==> src/rtl/lcd_bus_scheduler_if.sv <==
// Request/acknowledge ports of the two LCD writers plus the LCD pin bundle.
// The scheduler connects through the slave modport; a requester/pin model uses master.
interface lcd_bus_scheduler_if;
  logic       req0_valid;
  logic       req0_rs;
  logic [7:0] req0_data;
  logic       ack0;
  logic       req1_valid;
  logic       req1_rs;
  logic [7:0] req1_data;
  logic       ack1;
  logic       RS;
  logic       RW;
  logic       E;
  logic [7:0] data;
  logic       init_done;
  logic       busy;

  modport slave (
    input  req0_valid, req0_rs, req0_data, req1_valid, req1_rs, req1_data,
    output ack0, ack1, RS, RW, E, data, init_done, busy
  );

  modport master (
    output req0_valid, req0_rs, req0_data, req1_valid, req1_rs, req1_data,
    input  ack0, ack1, RS, RW, E, data, init_done, busy
  );
endinterface

==> src/rtl/lcd_bus_scheduler.sv <==
// HD44780 8-bit bus sequencer: power-on init, then round-robin sharing of the bus
// between two write requesters, each byte strobed with programmable E timing.
module lcd_bus_scheduler #(
  parameter int T_PWR    = 1500000,
  parameter int T_SETUP  = 6,
  parameter int T_E_HIGH = 25,
  parameter int T_HOLD   = 2,
  parameter int T_CMD    = 4000,
  parameter int T_LONG   = 164000
) (
  input  logic               clk,
  input  logic               reset_n,
  lcd_bus_scheduler_if.slave bus
);

  function automatic int max2(input int a, input int b);
    return (a > b) ? a : b;
  endfunction

  localparam int MAX_T = max2(max2(max2(T_PWR, T_SETUP), max2(T_E_HIGH, T_HOLD)),
                              max2(T_CMD, T_LONG));
  localparam int CW = $clog2(MAX_T) + 1;
  localparam logic [CW-1:0] ONE = CW'(1);

  typedef enum logic [2:0] {
    PWR_WAIT, INIT_LOAD, IDLE, SETUP, E_HIGH, HOLD, EXEC_WAIT
  } state_t;

  function automatic logic [7:0] init_rom(input logic [1:0] idx);
    case (idx)
      2'd0:    return 8'h38;
      2'd1:    return 8'h0C;
      2'd2:    return 8'h01;
      default: return 8'h06;
    endcase
  endfunction

  state_t        state;
  logic [CW-1:0] cnt;
  logic [1:0]    init_idx;
  logic          last_port;
  logic          ack0_q, ack1_q, rs_q, e_q, done_q, busy_q;
  logic [7:0]    data_q;

  logic last_tick, grant0, grant1, grant_en, is_long;

  // NOTE: every signal gets a value on every path so always_comb never infers a latch.
  always_comb begin
    last_tick = (cnt == ONE);
    // last_port=1 means port 1 won last time, so port 0 takes a tie.
    grant0    = bus.req0_valid && (!bus.req1_valid || last_port);
    grant1    = bus.req1_valid && (!bus.req0_valid || !last_port);
    // A grant happens either in a quiet IDLE cycle or on the edge that enters IDLE,
    // so a waiting requester is acknowledged in the very first IDLE cycle.
    grant_en  = (state == IDLE && !ack0_q && !ack1_q) ||
                (state == EXEC_WAIT && last_tick && (done_q || init_idx == 2'd3));
    is_long   = !rs_q && (data_q inside {8'h01, 8'h02, 8'h03});
  end

  // NOTE: state registers use non-blocking assignments so every branch sees pre-edge values.
  always_ff @(posedge clk or negedge reset_n) begin
    if (!reset_n) begin
      state     <= PWR_WAIT;
      cnt       <= CW'(T_PWR);
      init_idx  <= 2'd0;
      last_port <= 1'b1;
      ack0_q    <= 1'b0;
      ack1_q    <= 1'b0;
      rs_q      <= 1'b0;
      e_q       <= 1'b0;
      data_q    <= 8'h00;
      done_q    <= 1'b0;
      busy_q    <= 1'b1;
    end else begin
      ack0_q <= 1'b0;
      ack1_q <= 1'b0;
      case (state)
        PWR_WAIT: begin
          if (last_tick) begin
            state  <= INIT_LOAD;
            cnt    <= ONE;
            rs_q   <= 1'b0;
            data_q <= init_rom(init_idx);
          end else cnt <= cnt - ONE;
        end
        INIT_LOAD: begin
          state <= SETUP;
          cnt   <= CW'(T_SETUP);
        end
        IDLE: begin
          // The cycle carrying ack doubles as the load cycle for the granted byte.
          if (ack0_q || ack1_q) begin
            state  <= SETUP;
            cnt    <= CW'(T_SETUP);
            busy_q <= 1'b1;
          end
        end
        SETUP: begin
          if (last_tick) begin
            state <= E_HIGH;
            cnt   <= CW'(T_E_HIGH);
            e_q   <= 1'b1;
          end else cnt <= cnt - ONE;
        end
        E_HIGH: begin
          if (last_tick) begin
            state <= HOLD;
            cnt   <= CW'(T_HOLD);
            e_q   <= 1'b0;
          end else cnt <= cnt - ONE;
        end
        HOLD: begin
          if (last_tick) begin
            state <= EXEC_WAIT;
            cnt   <= is_long ? CW'(T_LONG) : CW'(T_CMD);
          end else cnt <= cnt - ONE;
        end
        EXEC_WAIT: begin
          if (last_tick) begin
            if (done_q || init_idx == 2'd3) begin
              state  <= IDLE;
              busy_q <= 1'b0;
              done_q <= 1'b1;
            end else begin
              state    <= INIT_LOAD;
              cnt      <= ONE;
              init_idx <= init_idx + 2'd1;
              rs_q     <= 1'b0;
              data_q   <= init_rom(init_idx + 2'd1);
            end
          end else cnt <= cnt - ONE;
        end
        default: state <= PWR_WAIT;
      endcase

      if (grant_en && (grant0 || grant1)) begin
        ack0_q    <= grant0;
        ack1_q    <= grant1;
        last_port <= grant1;
        rs_q      <= grant1 ? bus.req1_rs   : bus.req0_rs;
        data_q    <= grant1 ? bus.req1_data : bus.req0_data;
      end
    end
  end

  assign bus.ack0      = ack0_q;
  assign bus.ack1      = ack1_q;
  assign bus.RS        = rs_q;
  assign bus.RW        = 1'b0;
  assign bus.E         = e_q;
  assign bus.data      = data_q;
  assign bus.init_done = done_q;
  assign bus.busy      = busy_q;

endmodule
==> src/flat_wrapper.sv <==
// flat-port wrapper written by rule: the top's interface ports become plain ports
module lcd_bus_scheduler_flat 
#(
  parameter int T_PWR    = 1500000,
  parameter int T_SETUP  = 6,
  parameter int T_E_HIGH = 25,
  parameter int T_HOLD   = 2,
  parameter int T_CMD    = 4000,
  parameter int T_LONG   = 164000
)
  (clk, reset_n, bus_req0_valid, bus_req0_rs, bus_req0_data, bus_req1_valid, bus_req1_rs, bus_req1_data, bus_ack0, bus_ack1, bus_RS, bus_RW, bus_E, bus_data, bus_init_done, bus_busy);
  lcd_bus_scheduler_if bus_i ();
  input  logic clk;
  input  logic reset_n;
  input wire logic [$bits(bus_i.req0_valid)-1:0] bus_req0_valid;
  input wire logic [$bits(bus_i.req0_rs)-1:0] bus_req0_rs;
  input wire logic [$bits(bus_i.req0_data)-1:0] bus_req0_data;
  input wire logic [$bits(bus_i.req1_valid)-1:0] bus_req1_valid;
  input wire logic [$bits(bus_i.req1_rs)-1:0] bus_req1_rs;
  input wire logic [$bits(bus_i.req1_data)-1:0] bus_req1_data;
  output wire logic [$bits(bus_i.ack0)-1:0] bus_ack0;
  output wire logic [$bits(bus_i.ack1)-1:0] bus_ack1;
  output wire logic [$bits(bus_i.RS)-1:0] bus_RS;
  output wire logic [$bits(bus_i.RW)-1:0] bus_RW;
  output wire logic [$bits(bus_i.E)-1:0] bus_E;
  output wire logic [$bits(bus_i.data)-1:0] bus_data;
  output wire logic [$bits(bus_i.init_done)-1:0] bus_init_done;
  output wire logic [$bits(bus_i.busy)-1:0] bus_busy;
  assign bus_i.req0_valid = bus_req0_valid;
  assign bus_i.req0_rs = bus_req0_rs;
  assign bus_i.req0_data = bus_req0_data;
  assign bus_i.req1_valid = bus_req1_valid;
  assign bus_i.req1_rs = bus_req1_rs;
  assign bus_i.req1_data = bus_req1_data;
  assign bus_ack0 = bus_i.ack0;
  assign bus_ack1 = bus_i.ack1;
  assign bus_RS = bus_i.RS;
  assign bus_RW = bus_i.RW;
  assign bus_E = bus_i.E;
  assign bus_data = bus_i.data;
  assign bus_init_done = bus_i.init_done;
  assign bus_busy = bus_i.busy;
  lcd_bus_scheduler #(.T_PWR(T_PWR), .T_SETUP(T_SETUP), .T_E_HIGH(T_E_HIGH), .T_HOLD(T_HOLD), .T_CMD(T_CMD), .T_LONG(T_LONG)) u_core (.clk(clk), .reset_n(reset_n), .bus(bus_i));
endmodule
==> config.mk <==
export PLATFORM = sky130hd
export DESIGN_NAME = lcd_bus_scheduler_flat
export DESIGN_NICKNAME = d
export VERILOG_FILES = /design/src/rtl/lcd_bus_scheduler_if.sv /design/src/rtl/lcd_bus_scheduler.sv /design/src/flat_wrapper.sv
export SDC_FILE = /design/constraint.sdc
export NUM_CORES = 1
export LEC_CHECK = 0
export CORE_MARGIN = 3
export CORE_UTILIZATION = 58
export CTS_BUF_LIST = sky130_fd_sc_hd__clkbuf_8 sky130_fd_sc_hd__clkbuf_16
export CTS_CLUSTER_DIAMETER = 150
export DETAILED_ROUTE_END_ITERATION = 7
export PLACE_DENSITY = 0.84
export SYNTH_ARGS = -nofsm -noshare
export SYNTH_HDL_FRONTEND = slang
export SYNTH_SLANG_ARGS = --single-unit
==> constraint.sdc <==
create_clock -name clk -period 6 [get_ports clk]
set_clock_uncertainty 0.05 [all_clocks]
set_input_delay 1.2 -clock clk [delete_from_list [all_inputs] [get_ports clk]]
set_output_delay 1.2 -clock clk [all_outputs]
set_load 0.01 [all_outputs]
==> implementation parameters, run 1 <==
Parameter                              Value

Die
  Core ar.    4410 sq um
  Boundary Pins    37
  Initial standard-cell utilization of the core    0.612
  Standard-cell row count    24
  Horizontal extent of the die    74.3 um
  Die extent in y    74.3 um
  Total Die Area    5510 sq um

Timing
  Highest achievable clock rate    313 MHz
  Final worst path period need    3.20 ns
  Post-route setup TNS    0 ns
  Number of pins with negative max-slew slack in the final report    0
  Final period utilization    0.533
  Worst max-slew margin expressed relative to the limit    0.145
  Hold Violations, Final    0
  RSZ-0062 raised after global routing    no
  Total of endpoints with negative setup slack in the final report    0
  Transition time at the pin with the least slew margin    1.28 ns

Worst setup path
  Worst-path cell chain    clkdlybuf4s50_1 -> a21boi_1 -> mux2i_1 -> nor2_1 -> or3_1
  Required time of the critical path    6.13 ns
  Kind of launch point of the worst setup path    input pin
  Crit end category    flop
  Worst endpoint data arrival time    3.32 ns
  CP Max Fanout    12
  Worst path slowest cell    sky130_fd_sc_hd__a21boi_1
  Largest incremental delay on the critical path    0.91 ns
  Setup Crit Path Kind    in -> reg

Hold path
  Path category of the worst min-delay check    reg -> reg

Final layout
  Number of antenna diodes    0
  Final standard cell area without fillers    3150 sq um
  NumNets Final    374
  Share of post-route cells with drive strength above 1    0.0951
  Area Overhead vs Synth    16.5%

Placement
  HPWL after detailed placement    4.59 mm
  Final estimated routing congestion in global placement    0.847
  Total of buffers placed on input and output ports    35
  Placed inst area    3040 sq um

Clocking
  Number of cells upsized or downsized after cts    0
  CTS Sinks    42
  Total number of H-tree levels    2
  Buffer levels on the longest clock path    2
  CTS tree    yes
  Latest clock arrival within the worst-skew pair    0.30 ns
  Post-CTS Setup Inserts    0
  Number of buffers added by the clock tree synthesis step    5
  Post-CTS clock slew at the launch and capture registers of the worst setup and hold paths    0.08 ns
  Quantity of hold-fixing buffers added after cts    0
  Clk Tree Root Cell    sky130_fd_sc_hd__clkbuf_8

Logic synthesis
  Number of nets in the synthesized netlist    348
  Synth Register Bits    42
  Number of different library cells in the post-synthesis netlist    50
  Count of mapped cells out of synthesis    320
  Primary FF master, synth    sky130_fd_sc_hd__dfrtp_1
  Combined area of all synthesized cells    2700 sq um
  Sequential-to-total area share from yosys stat    0.394
  Post-synthesis area per instance    8.45 sq um
  Proportion of register bits with asynchronous set or reset after synthesis    1.00
  Number of warnings printed during yosys synthesis    0
  Count of flip-flops with a built-in enable after synthesis    0

Detailed routing
  Final wirelength    6.55 mm
  Number of vias per cell after detailed routing    6.27
  Vias    2501
  DRC violations left    0
  Final ANT Viol Nets    0
  Initial DRC count    331
  WL/cell    16.4 um
  Pre-Repair DR Iteration Count    6

Global route
  Total gr overflow    0
  Antenna violations before repair    0
  Via count of the first global-routing pass    2345
  Overall global routing resource usage    0.256
  Largest net degree at the start of global routing    43
  First-pass GRT wire length    10.9 mm

Pwr
  P per Cell Area    170 nW/um^2
  Share of total power in sequential cells    0.528
  Internal power summed over all cells    0.423 mW
  Max IR drop VDD    0.000129 V
  Standby leakage power    1.30 nW
  Fraction of power consumed by combinational cells    0.047
  Switching Fraction    0.212
  Design Power    0.536 mW
  Reported net switching power    0.114 mW
  Proportion of power drawn by the clock network    0.425

Flow run
  Max-cap violation count    0

Status
  Result of the run    completed
worst max-delay path: cells and delay by family:
kind,cells,cell delay [ns]
mux,1,0.28
simple gates,2,0.46
buf+inv,1,0.48
compound gates,1,0.91
metrics by stage:
stage | utilization | worst slack [ns] | cells | hold WS (ns)
2_1_floorplan | - | 3.56 | 320 | 0.433
3_3_place_gp | 0.688 | 2.57 | 391 | 0.430
3_5_place_dp | 0.688 | 2.51 | 391 | 0.436
4_1_cts | 0.713 | 2.81 | 399 | 0.449
5_1_grt | 0.713 | 2.68 | 399 | 0.475
6_report | 0.713 | 2.80 | 399 | 0.451
cell usage in the layout, fill, tap and decap left out, types with 12 or more instances in the layout:
| cell type | count |
|---|---|
| sky130_fd_sc_hd__a21oi_1 | 19 |
| sky130_fd_sc_hd__clkdlybuf4s50_1 | 34 |
| sky130_fd_sc_hd__dfrtp_1 | 30 |
| sky130_fd_sc_hd__dfstp_2 | 12 |
| sky130_fd_sc_hd__mux2i_1 | 15 |
| sky130_fd_sc_hd__nand2_1 | 32 |
| sky130_fd_sc_hd__nor2_1 | 38 |
| sky130_fd_sc_hd__nor3_1 | 17 |
| sky130_fd_sc_hd__o21ai_0 | 27 |
power groups by stage:
| stage | Clock [mW] | Sequential, mW | Combinational [mW] |
|---|---|---|---|
| after CTS | 0.232 | 0.283 | 0.0256 |
| final | 0.228 | 0.283 | 0.0251 |
| after global routing | 0.242 | 0.283 | 0.0276 |
| after detailed placement | 0 | 0.289 | 0.0257 |
| after global placement | 0 | 0.289 | 0.0249 |
| after floorplan | 0 | 0.289 | 0.00603 |
synth_stat cells, types with 3 or more instances:
library cell | n | area, sq um
sky130_fd_sc_hd__nor2_1 | 38 | 143
sky130_fd_sc_hd__nand2_1 | 32 | 120
sky130_fd_sc_hd__dfrtp_1 | 30 | 751
sky130_fd_sc_hd__o21ai_0 | 28 | 140
sky130_fd_sc_hd__a21oi_1 | 19 | 95.1
sky130_fd_sc_hd__nor3_1 | 17 | 85.1
sky130_fd_sc_hd__mux2i_1 | 15 | 150
sky130_fd_sc_hd__clkbuf_1 | 12 | 45.0
sky130_fd_sc_hd__dfstp_2 | 12 | 315
sky130_fd_sc_hd__inv_1 | 10 | 37.5
sky130_fd_sc_hd__nand3_1 | 10 | 50.1
sky130_fd_sc_hd__or3_1 | 9 | 56.3
sky130_fd_sc_hd__xnor2_1 | 9 | 78.8
sky130_fd_sc_hd__nor4_1 | 8 | 50.1
sky130_fd_sc_hd__ha_1 | 6 | 75.1
sky130_fd_sc_hd__a211oi_1 | 5 | 37.5
sky130_fd_sc_hd__a31oi_1 | 4 | 25.0
sky130_fd_sc_hd__nand2b_1 | 4 | 25.0
sky130_fd_sc_hd__nand4_1 | 4 | 25.0
sky130_fd_sc_hd__and3_1 | 3 | 18.8
sky130_fd_sc_hd__nor2b_1 | 3 | 18.8
sky130_fd_sc_hd__nor3b_1 | 3 | 22.5
sky130_fd_sc_hd__or2_2 | 3 | 18.8
final timing paths:
check                           startpoint                    to  slack (ns)  cells past startpoint
setup / recovery            bus_req1_valid    u_core.bus.data[5]        2.80                      5
hold / removal             u_core.bus.busy       u_core.bus.busy        0.45                      2
setup reg to reg           u_core.state[1]    u_core.bus.data[5]        3.04                      6
hold reg to reg            u_core.bus.busy       u_core.bus.busy        0.45                      2
max in group asynchronous          reset_n  u_core.bus.init_done        4.33                      1
min in group asynchronous          reset_n         u_core.cnt[7]        0.98                      1
flip-flops by register name, indices dropped and copies added, names as in the netlist, 2 cells and up:
signal / cells
u_core.bus.data: 8
u_core.cnt: 22
u_core.init_idx: 2
u_core.state: 3
kinds of logic (layout without fill, tap and decap cells):
| kind of cell | after synthesis | count (layout) | share of synthesized area |
|---|---|---|---|
| adders and majority gates | 6 | 6 | 0.0278 |
| xor gates and xnor gates | 10 | 10 | 0.0324 |
| DFF | 42 | 42 | 0.394 |
| other | 1 | 1 | 0.00139 |
| AOI/OAI and AO/OA | 70 | 70 | 0.151 |
| muxes | 15 | 15 | 0.0556 |
| and+or+nand+nor | 148 | 148 | 0.289 |
| buffers and inverters | 28 | 55 | 0.0481 |
per-layer routing:
| layer | GRT usage | part of all wire | up-vias |
|---|---|---|---|
| met3 | 0.0500 | 0.060 | 10 |
| met4 | 0.0850 | 0.012 | 0 |
| li1 | - | - | 1189 |
| met5 | 0 | 0 | - |
| met2 | 0.421 | 0.48 | 110 |
| met1 | 0.340 | 0.44 | 1192 |
area by class of cell:
type,instances,area [sq um]
clock inverters,3,43.8
fillers,345,1270
well taps,52,65.1
multi-input cells,250,1510
flip-flops and latches,42,1070
inverters,10,37.5
repair buffers,37,360
clock buffers,5,68.8
No activity file was read; power rests on OpenSTA's default activity.
==> run 2, diff against run 1 <==
Settings changed: CORE_UTILIZATION 58 to 55, PLACE_DENSITY 0.84 to 0.8.
Clock period 6 ns to 3 ns, I/O delays scaled along.
==> run 2 against run 1 <==
Against the previous run: flip-flop and latch count unchanged; largest cell class unchanged; final area is 1.6% higher; combinational power grew 100%; final cell count rose by 4.5%; power is 98% higher; wire length decreased by 1.5%; via count is 2.1% lower; global-route usage decreased by 2.4 points; count of clock-buffer cells in the layout unchanged; setup slack worse by 2.5 ns; register-to-register slack got worse by 2.7 ns.
==> implementation parameters, run 2 (synthesized netlist as in run 1, its figures left out) <==
Parameter                              Value

Final layout
  Share of post-route cells with drive strength above 1    0.108
  Final standard cell area without fillers    3200 sq um
  Most common library cell in the layout ignoring fill and taps    sky130_fd_sc_hd__nor2_1
  NumNets Final    379
  Number of antenna diodes    0
  Area Overhead vs Synth    18.3%
  Commonest cells after routing, fill and taps aside    sky130_fd_sc_hd__nor2_1, sky130_fd_sc_hd__clkdlybuf4s50_1, sky130_fd_sc_hd__nand2_1
  Fill count    369
  Largest register by flop count    u_core.cnt
  Flip-flop count of the largest register after layout    22
  Non-Filler Instances    417

Detailed routing
  Initial DRC count    249
  Pre-Repair DR Iteration Count    7
  WL/cell    15.5 um
  Final wirelength    6.45 mm
  Vias    2449
  Number of vias per cell after detailed routing    5.87
  DRC violations left    0
  Final ANT Viol Nets    0

Clocking
  Post-CTS clock slew at the launch and capture registers of the worst setup and hold paths    0.08 ns
  Number of buffers added by the clock tree synthesis step    5
  Quantity of hold-fixing buffers added after cts    0
  Total number of H-tree levels    2
  Post-CTS Setup Inserts    0
  CTS Sinks    42
  Latest clock arrival within the worst-skew pair    0.30 ns
  Number of cells upsized or downsized after cts    0
  Buffer levels on the longest clock path    2
  CTS tree    yes
  Clk Tree Root Cell    sky130_fd_sc_hd__clkbuf_8

Pwr
  Switching Fraction    0.206
  Max IR drop VDD    0.000207 V
  Share of total power in sequential cells    0.535
  Internal power summed over all cells    0.841 mW
  P per Cell Area    331 nW/um^2
  Fraction of power consumed by combinational cells    0.048
  Reported net switching power    0.218 mW
  Standby leakage power    1.33 nW
  Proportion of power drawn by the clock network    0.418

Worst setup path
  Kind of launch point of the worst setup path    flop
  Required time of the critical path    3.13 ns
  Setup crit start    u_core.cnt[1]
  Setup Crit Path Kind    reg -> reg
  CP Max Fanout    9
  End point of the critical path    u_core.bus.data[5]
  Worst endpoint data arrival time    2.80 ns
  Reg-to-reg startpoint    u_core.cnt[1]
  Crit end category    flop
  Logic depth of the worst register-to-register path    8
  Setup slack of the most critical reg-to-reg path    0.32 ns
  Reg-to-reg endpoint    u_core.bus.data[5]

Timing
  Highest achievable clock rate    374 MHz
  Final period utilization    0.892
  Worst max-slew margin expressed relative to the limit    0.376
  Final worst path period need    2.68 ns
  Hold Violations, Final    0
  RSZ-0062 raised after global routing    no
  Total of endpoints with negative setup slack in the final report    0
  Transition time at the pin with the least slew margin    0.936 ns
  Post-route setup TNS    0 ns
  Number of pins with negative max-slew slack in the final report    0

Hold path
  Path category of the worst min-delay check    in -> async

Global route
  Antenna violations before repair    0
  First-pass GRT wire length    11.1 mm
  Largest net degree at the start of global routing    43
  Via count of the first global-routing pass    2377
  Overall global routing resource usage    0.232
  Total gr overflow    0

Die
  Initial standard-cell utilization of the core    0.596
  Standard-cell row count    24
  Total Die Area    5790 sq um
  Die extent in y    76.1 um
  Core ar.    4530 sq um
  Horizontal extent of the die    76.1 um
  Boundary Pins    37

Status
  Result of the run    completed

Placement
  Post-placement cell count    409
  HPWL after detailed placement    4.76 mm
  Placed inst area    3090 sq um
  Total of buffers placed on input and output ports    35
  Final estimated routing congestion in global placement    0.857

Flow run
  Max-cap violation count    0
==> run 2: area by class of cell <==
class	count	area, sq um	area share
Clock buffer	5	68.8	0.0215
Clock inverter	3	40.0	0.0125
Inverter	10	37.5	0.0117
Multi-Input combinational cell	250	1510	0.471
Sequential cell	42	1070	0.333
Tap cell	65	81.3	0.0254
Timing Repair Buffer	42	398	0.124
==> run 2: how the worst min path moves through the flow <==
| stage | depth (start not counted) | slack [ns] | endpoint |
|---|---|---|---|
| 6_report | 1 | 0.39 | u_core.bus.E |
| 5_1_grt | 1 | 0.46 | u_core.bus.E |
| 4_1_cts | 1 | 0.42 | u_core.cnt[21] |
| 3_5_place_dp | 2 | 0.44 | u_core.bus.busy |
| 3_3_place_gp | 2 | 0.43 | u_core.bus.busy |
| 2_1_floorplan | 0 | 0.25 | u_core.bus.E |
==> run 2: routing by layer <==
metal | up-vias | wire (um) | track usage
li1 | 1197 | - | -
met3 | 10 | 371 | 0.0437
met5 | - | 0 | 0
met1 | 1158 | 2990 | 0.318
met2 | 84 | 3000 | 0.378
met4 | 0 | 87 | 0.0634
==> run 2: per-stage QoR <==
stage	power [mW]	util	setup WS [ns]	hold WS (ns)
after floorplan	0.589	-	0.660	0.254
after global placement	0.628	0.681	0.482	0.433
after detailed placement	0.629	0.681	0.340	0.440
after CTS	1.07	0.705	0.313	0.416
after global routing	1.10	0.705	0.170	0.462
final	1.06	0.705	0.323	0.387
==> run 2: power by group through the flow <==
stage	clock network, mW	registers (mW)	logic [mW]
detailed placement	0	0.577	0.0516
finish	0.443	0.566	0.0504
global route	0.476	0.567	0.0556
floorplan	0	0.577	0.0120
global placement	0	0.577	0.0505
CTS	0.452	0.566	0.0515
==> run 2: worst max-delay path: stages (launching register included) <==
cell	delay (ns)
sky130_fd_sc_hd__dfrtp_1	0.40
sky130_fd_sc_hd__inv_1	0.10
sky130_fd_sc_hd__ha_1	0.15
sky130_fd_sc_hd__nor3b_1	0.30
sky130_fd_sc_hd__and4_1	0.25
sky130_fd_sc_hd__nand3_2	0.11
sky130_fd_sc_hd__or3_1	0.56
sky130_fd_sc_hd__and3_4	0.26
sky130_fd_sc_hd__or3_1	0.37
==> run 3, diff against run 2 <==
Settings changed: ABC_AREA set to 1, CORE_UTILIZATION 55 to 56.
==> run 3 against run 2 <==
Against the previous run: clock power shrank 19%; non-clock buffer count shrank 7; setup slack gained 0.44 ns; highest routed layer unchanged; sequential power is essentially flat; sequential share of layout area shrank 2.9 points.
==> implementation parameters, run 3 <==
Parameter                              Value

Timing
  Post-route setup TNS    0 ns
  Transition time at the pin with the least slew margin    0.964 ns
  Total of endpoints with negative setup slack in the final report    0
  Final hold slack    0.397 ns
  Hold Violations, Final    0
  Highest achievable clock rate    446 MHz
  RSZ-0062 raised after global routing    no
  Final period utilization    0.747
  Final worst path period need    2.24 ns
  Worst max-slew margin expressed relative to the limit    0.357
  Number of pins with negative max-slew slack in the final report    0

Pwr
  Fraction of power consumed by combinational cells    0.056
  Proportion of power drawn by the clock network    0.365
  P per Cell Area    279 nW/um^2
  Internal power summed over all cells    0.756 mW
  Standby leakage power    1.71 nW
  Switching Fraction    0.227
  Reported net switching power    0.222 mW
  Share of total power in sequential cells    0.579
  Max IR drop VDD    0.000212 V

Clocking
  Total number of H-tree levels    2
  Number of cells upsized or downsized after cts    0
  Post-CTS Setup Inserts    0
  Buffer levels on the longest clock path    2
  Clk Tree Root Cell    sky130_fd_sc_hd__clkbuf_8
  CTS tree    yes
  Quantity of hold-fixing buffers added after cts    0
  Number of buffers added by the clock tree synthesis step    5
  Post-CTS clock slew at the launch and capture registers of the worst setup and hold paths    0.09 ns
  Latest clock arrival within the worst-skew pair    0.30 ns
  CTS Sinks    42

Logic synthesis
  Count of mapped cells out of synthesis    413
  Count of flip-flops with a built-in enable after synthesis    0
  Number of warnings printed during yosys synthesis    0
  Most instantiated cells after synthesis    sky130_fd_sc_hd__nand2_1, sky130_fd_sc_hd__inv_1, sky130_fd_sc_hd__nor2_1
  Combined area of all synthesized cells    3070 sq um
  Biggest area consumer among synthesized cells    sky130_fd_sc_hd__dfrtp_1
  Cells taking the most area after synthesis    sky130_fd_sc_hd__dfrtp_1, sky130_fd_sc_hd__nand2_1, sky130_fd_sc_hd__dfstp_2
  Synth Register Bits    42
  Most repeated cell in the gate-level netlist after synthesis    sky130_fd_sc_hd__nand2_1
  Number of different library cells in the post-synthesis netlist    42
  Yosys top cell area share    0.244
  Primary FF master, synth    sky130_fd_sc_hd__dfrtp_1
  Sequential-to-total area share from yosys stat    0.347
  Proportion of register bits with asynchronous set or reset after synthesis    1.00
  Post-synthesis area per instance    7.44 sq um
  Number of nets in the synthesized netlist    441

Worst setup path
  Critical Path Most Common Cell    sky130_fd_sc_hd__nand2_1
  Crit end category    flop
  Worst path slowest cell    sky130_fd_sc_hd__dfrtp_1
  Setup Crit Path Kind    reg -> reg
  Worst endpoint data arrival time    2.42 ns
  Required time of the critical path    3.18 ns
  CP Max Fanout    23
  Kind of launch point of the worst setup path    flop
  Worst-path cell chain    nand3_1 -> nor2_2 -> nand4_4 -> nand3_4 -> inv_2 -> nand2_1 -> nand2_1 -> nand2_1 -> inv_1
  Largest incremental delay on the critical path    0.50 ns
  Setup slack of the most critical reg-to-reg path    0.76 ns

Global route
  Via count of the first global-routing pass    2756
  Overall global routing resource usage    0.253
  Antenna violations before repair    0
  First-pass GRT wire length    12.8 mm
  Largest net degree at the start of global routing    43
  Grt met1 use    0.328
  Met2 GRT Util    0.421
  Total gr overflow    0
  Met3 usage in global routing    0.0594
  Most used routing layer in global routing    met2

Detailed routing
  Initial DRC count    214
  Final wirelength    7.35 mm
  Final ANT Viol Nets    0
  DRC violations left    0
  Number of vias per cell after detailed routing    5.45
  Pre-Repair DR Iteration Count    5
  Vias    2814
  WL/cell    14.2 um

Die
  Initial standard-cell utilization of the core    0.591
  Core ar.    5200 sq um
  Standard-cell row count    26
  Total Die Area    6410 sq um
  Horizontal extent of the die    80.1 um
  Die extent in y    80.1 um
  Boundary Pins    37

Final layout
  Commonest cells after routing, fill and taps aside    sky130_fd_sc_hd__nand2_1, sky130_fd_sc_hd__inv_1, sky130_fd_sc_hd__nor2_1
  Largest register by flop count    u_core.cnt
  Area Overhead vs Synth    14.0%
  NumNets Final    473
  Share of post-route cells with drive strength above 1    0.188
  Flip-flop count of the largest register after layout    22
  Most common library cell in the layout ignoring fill and taps    sky130_fd_sc_hd__nand2_1
  Number of antenna diodes    0

Placement
  Final estimated routing congestion in global placement    0.887
  HPWL after detailed placement    5.43 mm
  Total of buffers placed on input and output ports    35

Flow run
  Max-cap violation count    0

Hold path
  Path category of the worst min-delay check    in -> async

Status
  Result of the run    completed
[run 3: changes by cell type after synthesis, sizes merged, moves of 14 or more]
cell	change
nand3	+29
mux2i	-14
nor2	+26
nand2	+72
inv	+45
a21oi	-16
[run 3: cell type report]
cell class	instances	area (sq um)
clock buffers	5	68.8
clock inverters	3	13.8
fillers	468	1700
inverters	57	216
multi-input cells	304	1710
flip-flops and latches	42	1070
well taps	70	87.6
repair buffers	35	345
[run 3: logic make-up (layout without fill, tap and decap cells)]
kind of cell    after synthesis  in the layout  share of synthesized area
mux                           9              9                     0.0338
fa+ha+maj                     6              6                     0.0244
xor+xnor                      7              7                     0.0199
other cells                   1              1                    0.00122
flops                        42             42                      0.347
buf+inv                      67            100                     0.0977
simple gates                226            226                      0.361
compound gates               55             55                      0.116
[run 3: worst paths after layout]
path	from	end	cells after the start
max in group asynchronous	reset_n	u_core.bus.RS	1
worst min register to register	u_core.last_port	u_core.last_port	2
worst max-delay path	u_core.state[2]	u_core.cnt[15]	9
worst max register to register	u_core.state[2]	u_core.cnt[15]	9
min in group clk	u_core.last_port	u_core.last_port	2
worst min-delay path	reset_n	u_core.cnt[1]	1
[run 3: power groups by stage]
stage | combinational [mW] | clock [mW] | sequential, mW
2_1_floorplan | 0.0160 | 0 | 0.577
3_3_place_gp | 0.0541 | 0 | 0.577
3_5_place_dp | 0.0555 | 0 | 0.577
4_1_cts | 0.0557 | 0.363 | 0.566
5_1_grt | 0.0605 | 0.393 | 0.567
6_report | 0.0548 | 0.357 | 0.567
[run 3: metal layers]
layer,up-vias,wire [um]
li1,1385,-
met1,1321,3310
met2,91,3510
met3,17,373
met4,0,155
met5,-,0
[run 3: worst max-delay path: cells and delay by family (launching register included)]
family                 cells  cell delay [ns]
DFF                        1             0.50
buffers and inverters      2             0.28
and+or+nand+nor            7             1.35
[run 3: metrics by stage]
step | area (sq um) | power (mW) | instances | setup WS, ns | util
after floorplan | 3070 | 0.593 | 413 | 1.32 | -
after global placement | 3420 | 0.631 | 508 | 0.765 | 0.658
after detailed placement | 3420 | 0.633 | 508 | 0.703 | 0.658
after CTS | 3510 | 0.985 | 516 | 0.773 | 0.674
after global routing | 3510 | 1.02 | 516 | 0.528 | 0.674
final | 3510 | 0.978 | 516 | 0.760 | 0.674
